--- src/rtl/mario_sprite_drawer_if.sv ---
// rtl/mario_sprite_drawer_if.sv - pixel/ROM/frame signal bundle for the Mario sprite drawer
interface mario_sprite_drawer_if;
  logic        frame_start;
  logic [9:0]  DrawX;
  logic [9:0]  DrawY;
  logic [9:0]  mario_x;
  logic [9:0]  mario_y;
  logic        facing_left;
  logic        walking;
  logic [8:0]  read_address;
  logic [1:0]  frame_sel;
  logic [11:0] rom_color;
  logic        pixel_on;
  logic [11:0] pixel_color;

  modport master (
    output frame_start, DrawX, DrawY, mario_x, mario_y, facing_left, walking, rom_color,
    input  read_address, frame_sel, pixel_on, pixel_color
  );

  modport slave (
    input  frame_start, DrawX, DrawY, mario_x, mario_y, facing_left, walking, rom_color,
    output read_address, frame_sel, pixel_on, pixel_color
  );
endinterface

--- src/rtl/mario_sprite_drawer.sv ---
// rtl/mario_sprite_drawer.sv - two-stage sprite hit test, ROM addressing and walk animation
// Frame state moves only on frame_start so a sprite never tears mid-frame.
module mario_sprite_drawer #(
  parameter int          SPRITE_W        = 21,
  parameter int          SPRITE_H        = 21,
  parameter int          FRAMES_PER_STEP = 6,
  parameter logic [11:0] TRANSPARENT     = 12'h808
) (
  input logic                  Clk,
  input logic                  Reset,
  mario_sprite_drawer_if.slave bus
);

  typedef enum logic [1:0] {
    ANIM_STAND = 2'd0,
    ANIM_WALK1 = 2'd1,
    ANIM_WALK2 = 2'd2,
    ANIM_WALK3 = 2'd3
  } anim_state_t;

  anim_state_t anim_state, anim_next;
  logic [2:0]  step_cnt, step_next;

  logic [9:0]  pos_x, pos_y;
  logic        facing;
  logic        inbox, inbox_d;
  logic [10:0] x_hi, y_hi;
  logic [8:0]  col_raw, col, row, addr;
  logic [8:0]  read_address_q;
  logic        pixel_on_q;
  logic [11:0] pixel_color_q;

  always_ff @(posedge Clk) begin
    if (Reset) begin
      anim_state <= ANIM_STAND;
      step_cnt   <= 3'd0;
      pos_x      <= 10'd0;
      pos_y      <= 10'd0;
      facing     <= 1'b0;
    end else begin
      anim_state <= anim_next;
      step_cnt   <= step_next;
      if (bus.frame_start) begin
        pos_x  <= bus.mario_x;
        pos_y  <= bus.mario_y;
        facing <= bus.facing_left;
      end
    end
  end

  always_comb begin
    anim_next = anim_state;
    step_next = step_cnt;
    if (bus.frame_start) begin
      if (!bus.walking) begin
        anim_next = ANIM_STAND;
        step_next = 3'd0;
      end else if (anim_state == ANIM_STAND) begin
        anim_next = ANIM_WALK1;
        step_next = 3'd0;
      end else if (step_cnt == 3'(FRAMES_PER_STEP - 1)) begin
        step_next = 3'd0;
        case (anim_state)
          ANIM_WALK1: anim_next = ANIM_WALK2;
          ANIM_WALK2: anim_next = ANIM_WALK3;
          default:    anim_next = ANIM_WALK1;
        endcase
      end else begin
        step_next = step_cnt + 3'd1;
      end
    end
  end

  // Upper bounds carried at 11 bits so a box hugging column/row 1023 does not wrap.
  always_comb begin
    x_hi    = {1'b0, pos_x} + 11'(SPRITE_W);
    y_hi    = {1'b0, pos_y} + 11'(SPRITE_H);
    inbox   = (bus.DrawX >= pos_x) && ({1'b0, bus.DrawX} < x_hi) &&
              (bus.DrawY >= pos_y) && ({1'b0, bus.DrawY} < y_hi);
    col_raw = 9'(bus.DrawX - pos_x);
    col     = facing ? (9'(SPRITE_W - 1) - col_raw) : col_raw;
    row     = 9'(bus.DrawY - pos_y);
    addr    = (row << 4) + (row << 2) + row + col;
  end

  always_ff @(posedge Clk) begin
    if (Reset) begin
      read_address_q <= 9'd0;
      inbox_d        <= 1'b0;
      pixel_on_q     <= 1'b0;
      pixel_color_q  <= 12'h000;
    end else begin
      read_address_q <= inbox ? addr : 9'd0;
      inbox_d        <= inbox;
      pixel_on_q     <= inbox_d && (bus.rom_color != TRANSPARENT);
      pixel_color_q  <= (inbox_d && (bus.rom_color != TRANSPARENT)) ? bus.rom_color : 12'h000;
    end
  end

  assign bus.read_address = read_address_q;
  assign bus.frame_sel    = anim_state;
  assign bus.pixel_on     = pixel_on_q;
  assign bus.pixel_color  = pixel_color_q;

endmodule

--- src/flat_wrapper.sv ---
// flat-port wrapper written by rule: the top's interface ports become plain ports
module mario_sprite_drawer_flat 
#(
  parameter int          SPRITE_W        = 21,
  parameter int          SPRITE_H        = 21,
  parameter int          FRAMES_PER_STEP = 6,
  parameter logic [11:0] TRANSPARENT     = 12'h808
)
  (Clk, Reset, bus_frame_start, bus_DrawX, bus_DrawY, bus_mario_x, bus_mario_y, bus_facing_left, bus_walking, bus_rom_color, bus_read_address, bus_frame_sel, bus_pixel_on, bus_pixel_color);
  mario_sprite_drawer_if bus_i ();
  input logic Clk;
  input logic Reset;
  input wire logic [$bits(bus_i.frame_start)-1:0] bus_frame_start;
  input wire logic [$bits(bus_i.DrawX)-1:0] bus_DrawX;
  input wire logic [$bits(bus_i.DrawY)-1:0] bus_DrawY;
  input wire logic [$bits(bus_i.mario_x)-1:0] bus_mario_x;
  input wire logic [$bits(bus_i.mario_y)-1:0] bus_mario_y;
  input wire logic [$bits(bus_i.facing_left)-1:0] bus_facing_left;
  input wire logic [$bits(bus_i.walking)-1:0] bus_walking;
  input wire logic [$bits(bus_i.rom_color)-1:0] bus_rom_color;
  output wire logic [$bits(bus_i.read_address)-1:0] bus_read_address;
  output wire logic [$bits(bus_i.frame_sel)-1:0] bus_frame_sel;
  output wire logic [$bits(bus_i.pixel_on)-1:0] bus_pixel_on;
  output wire logic [$bits(bus_i.pixel_color)-1:0] bus_pixel_color;
  assign bus_i.frame_start = bus_frame_start;
  assign bus_i.DrawX = bus_DrawX;
  assign bus_i.DrawY = bus_DrawY;
  assign bus_i.mario_x = bus_mario_x;
  assign bus_i.mario_y = bus_mario_y;
  assign bus_i.facing_left = bus_facing_left;
  assign bus_i.walking = bus_walking;
  assign bus_i.rom_color = bus_rom_color;
  assign bus_read_address = bus_i.read_address;
  assign bus_frame_sel = bus_i.frame_sel;
  assign bus_pixel_on = bus_i.pixel_on;
  assign bus_pixel_color = bus_i.pixel_color;
  mario_sprite_drawer #(.SPRITE_W(SPRITE_W), .SPRITE_H(SPRITE_H), .FRAMES_PER_STEP(FRAMES_PER_STEP), .TRANSPARENT(TRANSPARENT)) u_core (.Clk(Clk), .Reset(Reset), .bus(bus_i));
endmodule
--- config.mk ---
export PLATFORM = sky130hd
export DESIGN_NAME = mario_sprite_drawer_flat
export DESIGN_NICKNAME = d
export VERILOG_FILES = /design/src/rtl/mario_sprite_drawer_if.sv /design/src/rtl/mario_sprite_drawer.sv /design/src/flat_wrapper.sv
export SDC_FILE = /design/constraint.sdc
export NUM_CORES = 1
export LEC_CHECK = 0
export ABC_AREA = 1
export BUFFER_PORTS_ARGS = -buffer_cell sky130_fd_sc_hd__buf_2
export CAP_MARGIN = 15
export CORE_MARGIN = 2
export CORE_UTILIZATION = 57
export DETAILED_ROUTE_END_ITERATION = 12
export GPL_TIMING_DRIVEN = 0
export HOLD_SLACK_MARGIN = 0.02
export PLACE_DENSITY = 0.91
export SYNTH_ARGS = -nofsm -noshare
export SYNTH_HDL_FRONTEND = slang
export SYNTH_SLANG_ARGS = --single-unit
export TNS_END_PERCENT = 10
--- constraint.sdc ---
create_clock -name Clk -period 5.25 [get_ports Clk]
set_input_delay 0.525 -clock Clk [delete_from_list [all_inputs] [get_ports Clk]]
set_output_delay 0.525 -clock Clk [all_outputs]
set_load 0.02 [all_outputs]
==> metrics, run 1 <==
All-Layer GR Usage=0.237; Final ANT Viol Nets=0; Clock Latency Late Sink=0.32 ns; clk_skew=0.00872 ns; Ant. Diodes=0; CTS tree=done; Synth area leaders=dfxtp_1 23%, ha_1 17%, inv_1 10%, nand2_1 10%, fa_1 6.2%; initial antenna violation count=0; fmax=221 MHz; share of the synthesized area in the top cell type=0.233; Final Max Slew Viols=0; die height=89.9 um; # hold bufs at CTS=0; DR iter-0 viols=172; Routability Congestion=0.873; Max-Cap Viols=0; Avg Vias per Cell=5.16; DRC viols=0; clock share of power=0.164; CP max stage delay=0.53 ns; FP Rows=31; H-tree Lvls=2; cell area after synthesis=4200 um2; Net Switching=0.000711 W; drt pass-1 iters=5; status=completed; worst path arrival time=4.74 ns; CORE AREA=7210 um2; Hold WC Path Type=input port to register; number of global-route vias before repair=3,996; Setup crit end kind=register; CTS buffer count=5; die footprint=8080 um2; Worst Setup EP=u_core.bus.read_address[8]; Crit Reg-Reg Startpoint=u_core.pos_y[2]; CP Launch Point=u_core.pos_y[2]; Period minus WS final=4.52 ns; first-pass GRT wire length=16,200 um; power share of the combinational group=0.577; main combinational cell family by area after synthesis=simple AND/OR/NAND/NOR gates; Area Overhead vs Synth=14.8%; PortBufs=80; CP bufs+invs=6; synthesized flop and latch total=49; worst hold slack=0.367 ns; Post-Synth Adder-Cell Area=0.229; Initial Utilization=0.583; Final Hold Fails=0; VDD IR max=0.000165 V; Num Clock Sinks=49; Synth Area in Simple Gates=0.256; slew margin rel.=0.640; WL final=9430 um; XOR/XNOR share of the synthesized area=0.0521; synthesized instance count=591; crit-path max FO=7; Final nets=804; async set or reset register ratio after synthesis=0; Yosys warnings=0; sequential area share after synthesis=0.233; via count=4,015; syn_nets=717; post-synth top area cell=dfxtp_1; slowest cell on the critical path=fa_1; largest net degree at the start of global routing=19; RR Endpoint=u_core.bus.read_address[8]; register share of total power=0.259; postcts setup bufs=0; post-cts resize count=0; Slew @ Worst Pin=0.540 ns; Synth Flop Type=dfxtp_1; R2R setup slack=0.73 ns; number of distinct library cells after synthesis=36; critical setup path kind=register to register; PD cells=321 nW/um2; I/O pins=81; clock root buffer=clkbuf_8; Leak=2.63 nW; width of the die=89.9 um; P_int=0.000838 W; RSZ-0062 raised after global routing=no; Crit path depth=26; wire length per cell=12.1 um; Post-synth EDFFs=0; syn avg cell area=7.11 um2; setup violators final=0; mux share of post-synthesis cell area=0; clk slew on worst S/H paths=0.11 ns; setup TNS=0 ns; fill count=608; Compound-Gate Fraction of Synth Area=0.120; final worst-path cycle share=0.861; Detail Placement HPWL=7810 um; remaining global-route overflow=0; synth cell count leaders=113 x inv_1, 113 x nand2_1, 56 x ha_1, 49 x dfxtp_1, 42 x nor2_1; crit start category=register; share of post-route cells with drive strength above 1=0.178; Switching Share=0.459; most frequent CP cell=nand2_1; WP data required=5.47 ns; CP top delay family=adder cells; R2R depth=26; worst hold stages=2; CTS Buffer Depth=2
stage by stage:
step	total power, W	cell area (um2)	worst slack (ns)	utilization	std cells
after global placement	0.00123	4730	0.746	0.655	770
after detailed placement	0.00129	4730	0.624	0.655	770
final	0.00155	4820	0.729	0.669	778
after floorplan	0.00110	4200	1.17	-	591
after global routing	0.00170	4820	0.250	0.669	778
after CTS	0.00155	4820	0.785	0.669	778
registers in the layout, summed over array words and instances, names as in the netlist:
signal and flops:
u_core.pos_x 10, u_core.bus.pixel_color 12, u_core.inbox_d 1, u_core.bus.pixel_on 1, u_core.step_cnt 3, u_core.bus.frame_sel 2, u_core.facing 1, u_core.pos_y 10
u_core.bus.read_address 9
worst min-delay path by stage:
stage / from / end / slack (ns)
2_1_floorplan: u_core.step_cnt[0] / u_core.step_cnt[0] / 0.47
3_3_place_gp: u_core.step_cnt[0] / u_core.step_cnt[0] / 0.48
3_5_place_dp: u_core.step_cnt[0] / u_core.step_cnt[0] / 0.50
4_1_cts: Reset / u_core.step_cnt[2] / 0.37
5_1_grt: Reset / u_core.step_cnt[2] / 0.36
6_report: Reset / u_core.step_cnt[2] / 0.37
routing by layer:
layer,vias up,global-route usage,wire length (um)
met5,-,0,0
met1,1814,0.260,3980
met2,113,0.452,4810
met3,25,0.0402,398
li1,2063,-,-
met4,0,0.0910,235
worst reg2reg max path, cell delays in order, from the launching register on:
cell and delay, ns:
dfxtp_1 0.37, inv_1 0.08, ha_1 0.38, nand2_1 0.07
o21ai_0 0.26, a21oi_1 0.11, o21bai_1 0.22, xor2_1 0.29
inv_1 0.09, fa_1 0.48, inv_1 0.05, fa_1 0.53
inv_1 0.05, ha_1 0.33, inv_1 0.07, o21bai_1 0.18
nand2_1 0.12, nand3_1 0.08, nand2_1 0.05, nand2_1 0.08
inv_1 0.04, nand2_1 0.10, nand3_1 0.11, nand2_1 0.11
nand2_1 0.05, nand2_1 0.07, nor2_2 0.04
logic make-up after synthesis:
logic type / after synthesis
xor+xnor: 25
flops: 49
compound gates: 91
fa+ha+maj: 69
buf+inv: 123
simple gates: 234
area by class of cell:
cell class / count / area (um2) / share of cell area
clock buffers: 5 / 68.8 / 0.0143
well taps: 99 / 124 / 0.0257
inverters: 116 / 435 / 0.0902
multi-input cells: 419 / 2760 / 0.572
flip-flops and latches: 49 / 981 / 0.203
repair buffers: 80 / 400 / 0.0830
clock inverters: 3 / 28.8 / 0.00596
plain buffers: 7 / 26.3 / 0.00545
cells in the final DEF (no fill, tap or decap), types with 4 or more instances in the layout:
cell,Yosys,routed
nand3b_1,5,5
o21ai_1,4,4
buf_2,0,80
a21oi_1,40,40
fa_1,13,13
clkbuf_8,0,5
xor2_1,22,22
nand4_1,8,8
inv_1,113,113
nand3_1,31,31
nand2_2,13,13
nand2_1,113,113
nor4_1,5,5
clkbuf_1,4,4
dfxtp_1,49,49
nor2_1,42,42
o21ai_0,31,31
ha_1,56,56
nor2_2,5,5
power by group through the flow:
stage / sequential (W) / combinational, W / clock, W
2_1_floorplan: 0.000417 / 0.000680 / 0
3_3_place_gp: 0.000408 / 0.000822 / 0
3_5_place_dp: 0.000409 / 0.000878 / 0
4_1_cts: 0.000401 / 0.000889 / 0.000257
5_1_grt: 0.000403 / 0.00102 / 0.000273
6_report: 0.000401 / 0.000893 / 0.000254
(Power assumes the default switching activity.)
==> inputs of run 2 (changes only) <==
- PLACE_DENSITY: 0.91 -> 0.93
==> metrics, run 2 (synthesized netlist as in run 1, its figures left out) <==
Final ANT Viol Nets=0 (unchanged); Detail Placement HPWL=7660 um (was 7810 um); clock root buffer=clkbuf_8 (unchanged); Hold WC Path Type=input port to register (unchanged); crit-path max FO=7 (unchanged); WP data required=5.50 ns (was 5.47 ns); DRC viols=0 (unchanged); met3 wire len=382 um (was 398 um); crit start category=register (unchanged); CORE AREA=7210 um2 (unchanged); slowest cell on the critical path=fa_1 (unchanged); width of the die=89.9 um (unchanged); clk slew on worst S/H paths=0.11 ns (about the same); worst path arrival time=4.76 ns (was 4.74 ns); Initial Utilization=0.583 (unchanged); die footprint=8080 um2 (unchanged); PortBufs=80 (unchanged); most frequent cells in the layout=113 x nand2_1, 113 x inv_1, 80 x buf_2, 56 x ha_1, 49 x dfxtp_1 (unchanged); Avg Vias per Cell=5.09 (was 5.16); I/O pins=81 (unchanged); Max-Cap Viols=0 (unchanged); Ant. Diodes=0 (unchanged); CTS tree=done (unchanged); All-Layer GR Usage=0.233 (was 0.237); Placed Instances=770 (unchanged); Non-Filler Instances=778 (unchanged); Clock Latency Late Sink=0.32 ns (about the same); status=completed (unchanged); FP Rows=31 (unchanged); # hold bufs at CTS=0 (unchanged); Hold Startpoint=Reset (unchanged); setup TNS=0 ns (unchanged); Final Hold Fails=0 (unchanged); share of post-route cells with drive strength above 1=0.178 (unchanged); wire length per cell=11.9 um (was 12.1 um); RR Endpoint=u_core.bus.read_address[8] (unchanged); via count=3,959 (was 4,015); Slew @ Worst Pin=0.542 ns (was 0.540 ns); Final WS setup=0.740 ns (was 0.729 ns); max FFs per register=12 (unchanged); number of global-route vias before repair=3,896 (was 3,996); postcts setup bufs=0 (unchanged); Area Overhead vs Synth=14.8% (unchanged); post-cts resize count=0 (unchanged); Period minus WS final=4.51 ns (was 4.52 ns); Metal-1 WL=4050 um (was 3980 um); PD cells=320 nW/um2 (was 321 nW/um2); largest net degree at the start of global routing=19 (unchanged); VDD IR max=0.000145 V (was 0.000165 V); RSZ-0062 raised after global routing=no (unchanged); fmax=222 MHz (was 221 MHz); R2R depth=27 (was 26); final worst-path cycle share=0.859 (was 0.861); CTS Buffer Depth=2 (unchanged); Setup crit end kind=register (unchanged); top layer in use=met4 (unchanged); clk_skew=0.00894 ns (was 0.00872 ns); remaining global-route overflow=0 (unchanged); setup violators final=0 (unchanged); initial antenna violation count=0 (unchanged); first-pass GRT wire length=16,000 um (was 16,200 um); Core Util, Final=0.669 (unchanged); Num Clock Sinks=49 (unchanged); metal2 WL=4760 um (was 4810 um); Final Max Slew Viols=0 (unchanged); drt pass-1 iters=5 (unchanged); Placement Setup Slack=0.595 ns (was 0.624 ns); CP max stage delay=0.53 ns (about the same); worst hold stages=2 (unchanged); Crit Reg-Reg Startpoint=u_core.pos_y[2] (unchanged); Leak=2.63 nW (unchanged); CTS buffer count=5 (unchanged); slew margin rel.=0.639 (was 0.640); most frequent CP cell=nand2_1 (unchanged); fill count=623 (was 608); WL final=9290 um (was 9430 um); R2R setup slack=0.74 ns (was 0.73 ns); Final nets=804 (unchanged); die height=89.9 um (unchanged); DR iter-0 viols=225 (was 172); Routability Congestion=0.864 (was 0.873); H-tree Lvls=2 (unchanged); critical setup path kind=register to register (unchanged); Hold Path End=u_core.step_cnt[2] (unchanged)
-- run 2: cell counts in the layout (fill, tap and decap cells not counted) --
No cell type changed its count.
-- run 2: worst max-delay path, delay by kind of cell, from the launching register on --
kind,cells,cell delay [ns]
adder cells (fa/ha/maj),4,1.75
buffers and inverters,6,0.39
AND/OR/NAND/NOR,12,0.86
XOR/XNOR,1,0.28
AO/OA/AOI/OAI,4,0.77
flip-flops,1,0.38
-- run 2: routing by layer --
layer,vias up,GRT usage
li1,2055,-
met1,1822,0.280
met2,70,0.438
met3,12,0.0319
met4,0,0.0615
met5,-,0
-- run 2: cell type report --
class,instances,area (um2),share of cell area
Clock inverter,3,28.8,0.00596
Sequential cell,49,981,0.203
Tap cell,99,124,0.0257
Timing Repair Buffer,80,400,0.0830
Inverter,116,435,0.0902
Buffer,7,26.3,0.00545
Multi-Input combinational cell,419,2760,0.572
Clock buffer,5,68.8,0.0143
-- run 2: how the worst max path moves through the flow --
| stage | startpoint | end | cells after the start | slack (ns) |
|---|---|---|---|---|
| detailed placement | bus_DrawY[2] | u_core.bus.read_address[8] | 26 | 0.59 |
| global placement | bus_DrawY[2] | u_core.bus.read_address[8] | 26 | 0.70 |
| global route | u_core.pos_y[2] | u_core.bus.read_address[8] | 27 | 0.32 |
| finish | u_core.pos_y[2] | u_core.bus.read_address[8] | 27 | 0.74 |
| floorplan | bus_DrawY[2] | u_core.bus.read_address[8] | 25 | 1.17 |
| CTS | u_core.pos_y[2] | u_core.bus.read_address[8] | 26 | 0.75 |
-- run 2: stage by stage --
step,power [W],hold slack (ns),area (um2)
finish,0.00155,0.369,4820
floorplan,0.00110,0.472,4200
global route,0.00169,0.366,4820
CTS,0.00155,0.364,4820
detailed placement,0.00129,0.494,4730
global placement,0.00123,0.481,4730
-- run 2: power by group --
part	internal, W	switching [W]
combinational	0.000347	0.000544
clock	0.000101	0.000152
sequential	0.000391	0.0000101
==> inputs of run 3 (changes only) <==
- CELL_PAD_IN_SITES_DETAIL_PLACEMENT: unset -> 0
- CELL_PAD_IN_SITES_GLOBAL_PLACEMENT: unset -> 1
- CORE_MARGIN: 2 -> unset
- CORE_UTILIZATION: 57 -> 40
- PLACE_DENSITY: 0.93 -> 0.92
==> metrics, run 3 (synthesized netlist as in run 1, its figures left out) <==
final worst-path cycle share=0.850 (was 0.859); drt pass-1 iters=4 (was 5); R2R depth=27 (unchanged); Max-Cap Viols=0 (unchanged); VDD IR max=0.000186 V (was 0.000145 V); Hold WC Path Type=input port to register (unchanged); PD cells=311 nW/um2 (was 320 nW/um2); Initial Utilization=0.409 (was 0.583); slowest cell on the critical path=fa_1 (unchanged); Setup crit end kind=register (unchanged); # hold bufs at CTS=0 (unchanged); via count=3,807 (was 3,959); FP Rows=37 (was 31); CTS tree=done (unchanged); clk slew on worst S/H paths=0.11 ns (about the same); number of global-route vias before repair=3,667 (was 3,896); clk_skew=0.0179 ns (was 0.00894 ns); Final ANT Viol Nets=0 (unchanged); die height=105 um (was 89.9 um); critical setup path kind=register to register (unchanged); CP top delay family=adder cells (unchanged); Routability Congestion=0.863 (was 0.864); Switching Share=0.451 (was 0.457); Net Switching=0.000683 W (was 0.000706 W); share of post-route cells with drive strength above 1=0.178 (unchanged); Final Hold Fails=0 (unchanged); RSZ-0062 raised after global routing=no (unchanged); status=completed (unchanged); Avg Vias per Cell=4.67 (was 5.09); register share of total power=0.265 (was 0.259); Leak=2.63 nW (about the same); CP max stage delay=0.52 ns (was 0.53 ns); CORE AREA=10,300 um2 (was 7210 um2); worst hold stages=2 (unchanged); postcts setup bufs=0 (unchanged); CP bufs+invs=6 (unchanged); H-tree Lvls=2 (unchanged); Reg area=981 um2 (unchanged); WP data required=5.48 ns (was 5.50 ns); power share of the combinational group=0.571 (was 0.577); crit start category=register (unchanged); most frequent CP cell=nand2_1 (unchanged); die footprint=10,900 um2 (was 8080 um2); width of the die=105 um (was 89.9 um); Num Clock Sinks=49 (unchanged); DRC viols=0 (unchanged); Period minus WS final=4.46 ns (was 4.51 ns); Detail Placement HPWL=7620 um (was 7660 um); initial antenna violation count=0 (unchanged); post-cts resize count=0 (unchanged); P_int=0.000832 W (was 0.000839 W); PortBufs=80 (unchanged); Final nets=804 (unchanged); clock root buffer=clkbuf_8 (unchanged); slew margin rel.=0.596 (was 0.639); WL final=8950 um (was 9290 um); remaining global-route overflow=0 (unchanged); All-Layer GR Usage=0.171 (was 0.233); max FFs per register=12 (unchanged); CTS Buffer Depth=2 (unchanged); first-pass GRT wire length=15,600 um (was 16,000 um); CTS buffer count=5 (unchanged); Ant. Diodes=0 (unchanged); setup violators final=0 (unchanged); setup TNS=0 ns (unchanged); I/O pins=81 (unchanged); wire length per cell=11.0 um (was 11.9 um); fmax=224 MHz (was 222 MHz); Core Util, Final=0.474 (was 0.669); DR iter-0 viols=135 (was 225); most frequent cells in the layout=113 x nand2_1, 113 x inv_1, 80 x buf_2, 56 x ha_1, 49 x dfxtp_1 (unchanged); Final Max Slew Viols=0 (unchanged); worst path arrival time=4.70 ns (was 4.76 ns); crit-path max FO=7 (unchanged); area of the multi-input gates=2760 um2 (unchanged); clock share of power=0.164 (about the same); fill count=1,089 (was 623); Clock Latency Late Sink=0.31 ns (was 0.32 ns); Crit path depth=27 (unchanged); Slew @ Worst Pin=0.605 ns (was 0.542 ns); Area Overhead vs Synth=15.9% (was 14.8%); largest net degree at the start of global routing=19 (unchanged)
## run 3: cell types whose count changed in the layout (fill, tap and decap cells not counted), sizes merged
| cell | change |
|---|---|
| clkinv | +1 |
| inv | -1 |
## run 3: final timing paths
check,start,endpoint,slack (ns)
worst max-delay path,u_core.pos_y[2],u_core.bus.read_address[8],0.79
worst min-delay path,Reset,u_core.step_cnt[2],0.37
worst max register to register,u_core.pos_y[2],u_core.bus.read_address[8],0.79
worst min register to register,u_core.pos_y[9],u_core.pos_y[9],0.52
## run 3: area by class of cell
cell class                 instances  share of cell area
inverter                         116              0.0894
buffer                             7             0.00539
tap                              136              0.0349
sequential                        49               0.201
clock buffer                       5              0.0141
multi-input combinational        419               0.567
clock inverter                     3             0.00591
timing repair buffer              80              0.0822
## run 3: worst register-to-register path, stage by stage, from the launching register on
cell and delay, ns:
dfxtp_1 0.39, inv_1 0.09, ha_1 0.37, nand2_1 0.07
o21ai_0 0.29, a21oi_1 0.12, o21bai_1 0.20, xor2_1 0.29
inv_1 0.10, fa_1 0.48, inv_1 0.05, fa_1 0.52
inv_1 0.04, ha_1 0.33, inv_1 0.07, o21bai_1 0.17
nand2_1 0.10, nand3_1 0.09, nand2_1 0.05, nand2_1 0.08
inv_1 0.04, nand2_1 0.07, nand2_1 0.05, nand2_1 0.05
nand2_1 0.05, nand2_1 0.05, nand2_1 0.06, nor2_2 0.11
## run 3: power by group through the flow
stage / logic, W / registers [W] / clock network, W
6_report: 0.000866 / 0.000401 / 0.000248
5_1_grt: 0.00102 / 0.000404 / 0.000279
4_1_cts: 0.000869 / 0.000401 / 0.000257
3_5_place_dp: 0.000863 / 0.000410 / 0
3_3_place_gp: 0.000839 / 0.000409 / 0
2_1_floorplan: 0.000680 / 0.000417 / 0
## run 3: per-stage QoR
step	setup WS [ns]	cell area, um2	total power, W	hold WS, ns	cells
2_1_floorplan	1.17	4200	0.00110	0.472	591
3_3_place_gp	0.668	4770	0.00125	0.480	807
3_5_place_dp	0.595	4770	0.00127	0.496	807
4_1_cts	0.773	4870	0.00153	0.365	815
5_1_grt	0.359	4870	0.00170	0.360	815
6_report	0.786	4870	0.00151	0.370	815
## run 3: per-layer routing
layer	vias up	share of wire	track usage
li1	2058	-	-
met1	1691	0.50	0.221
met2	52	0.47	0.300
met3	6	0.028	0.0276
met4	0	0.0082	0.0286
met5	-	0	0
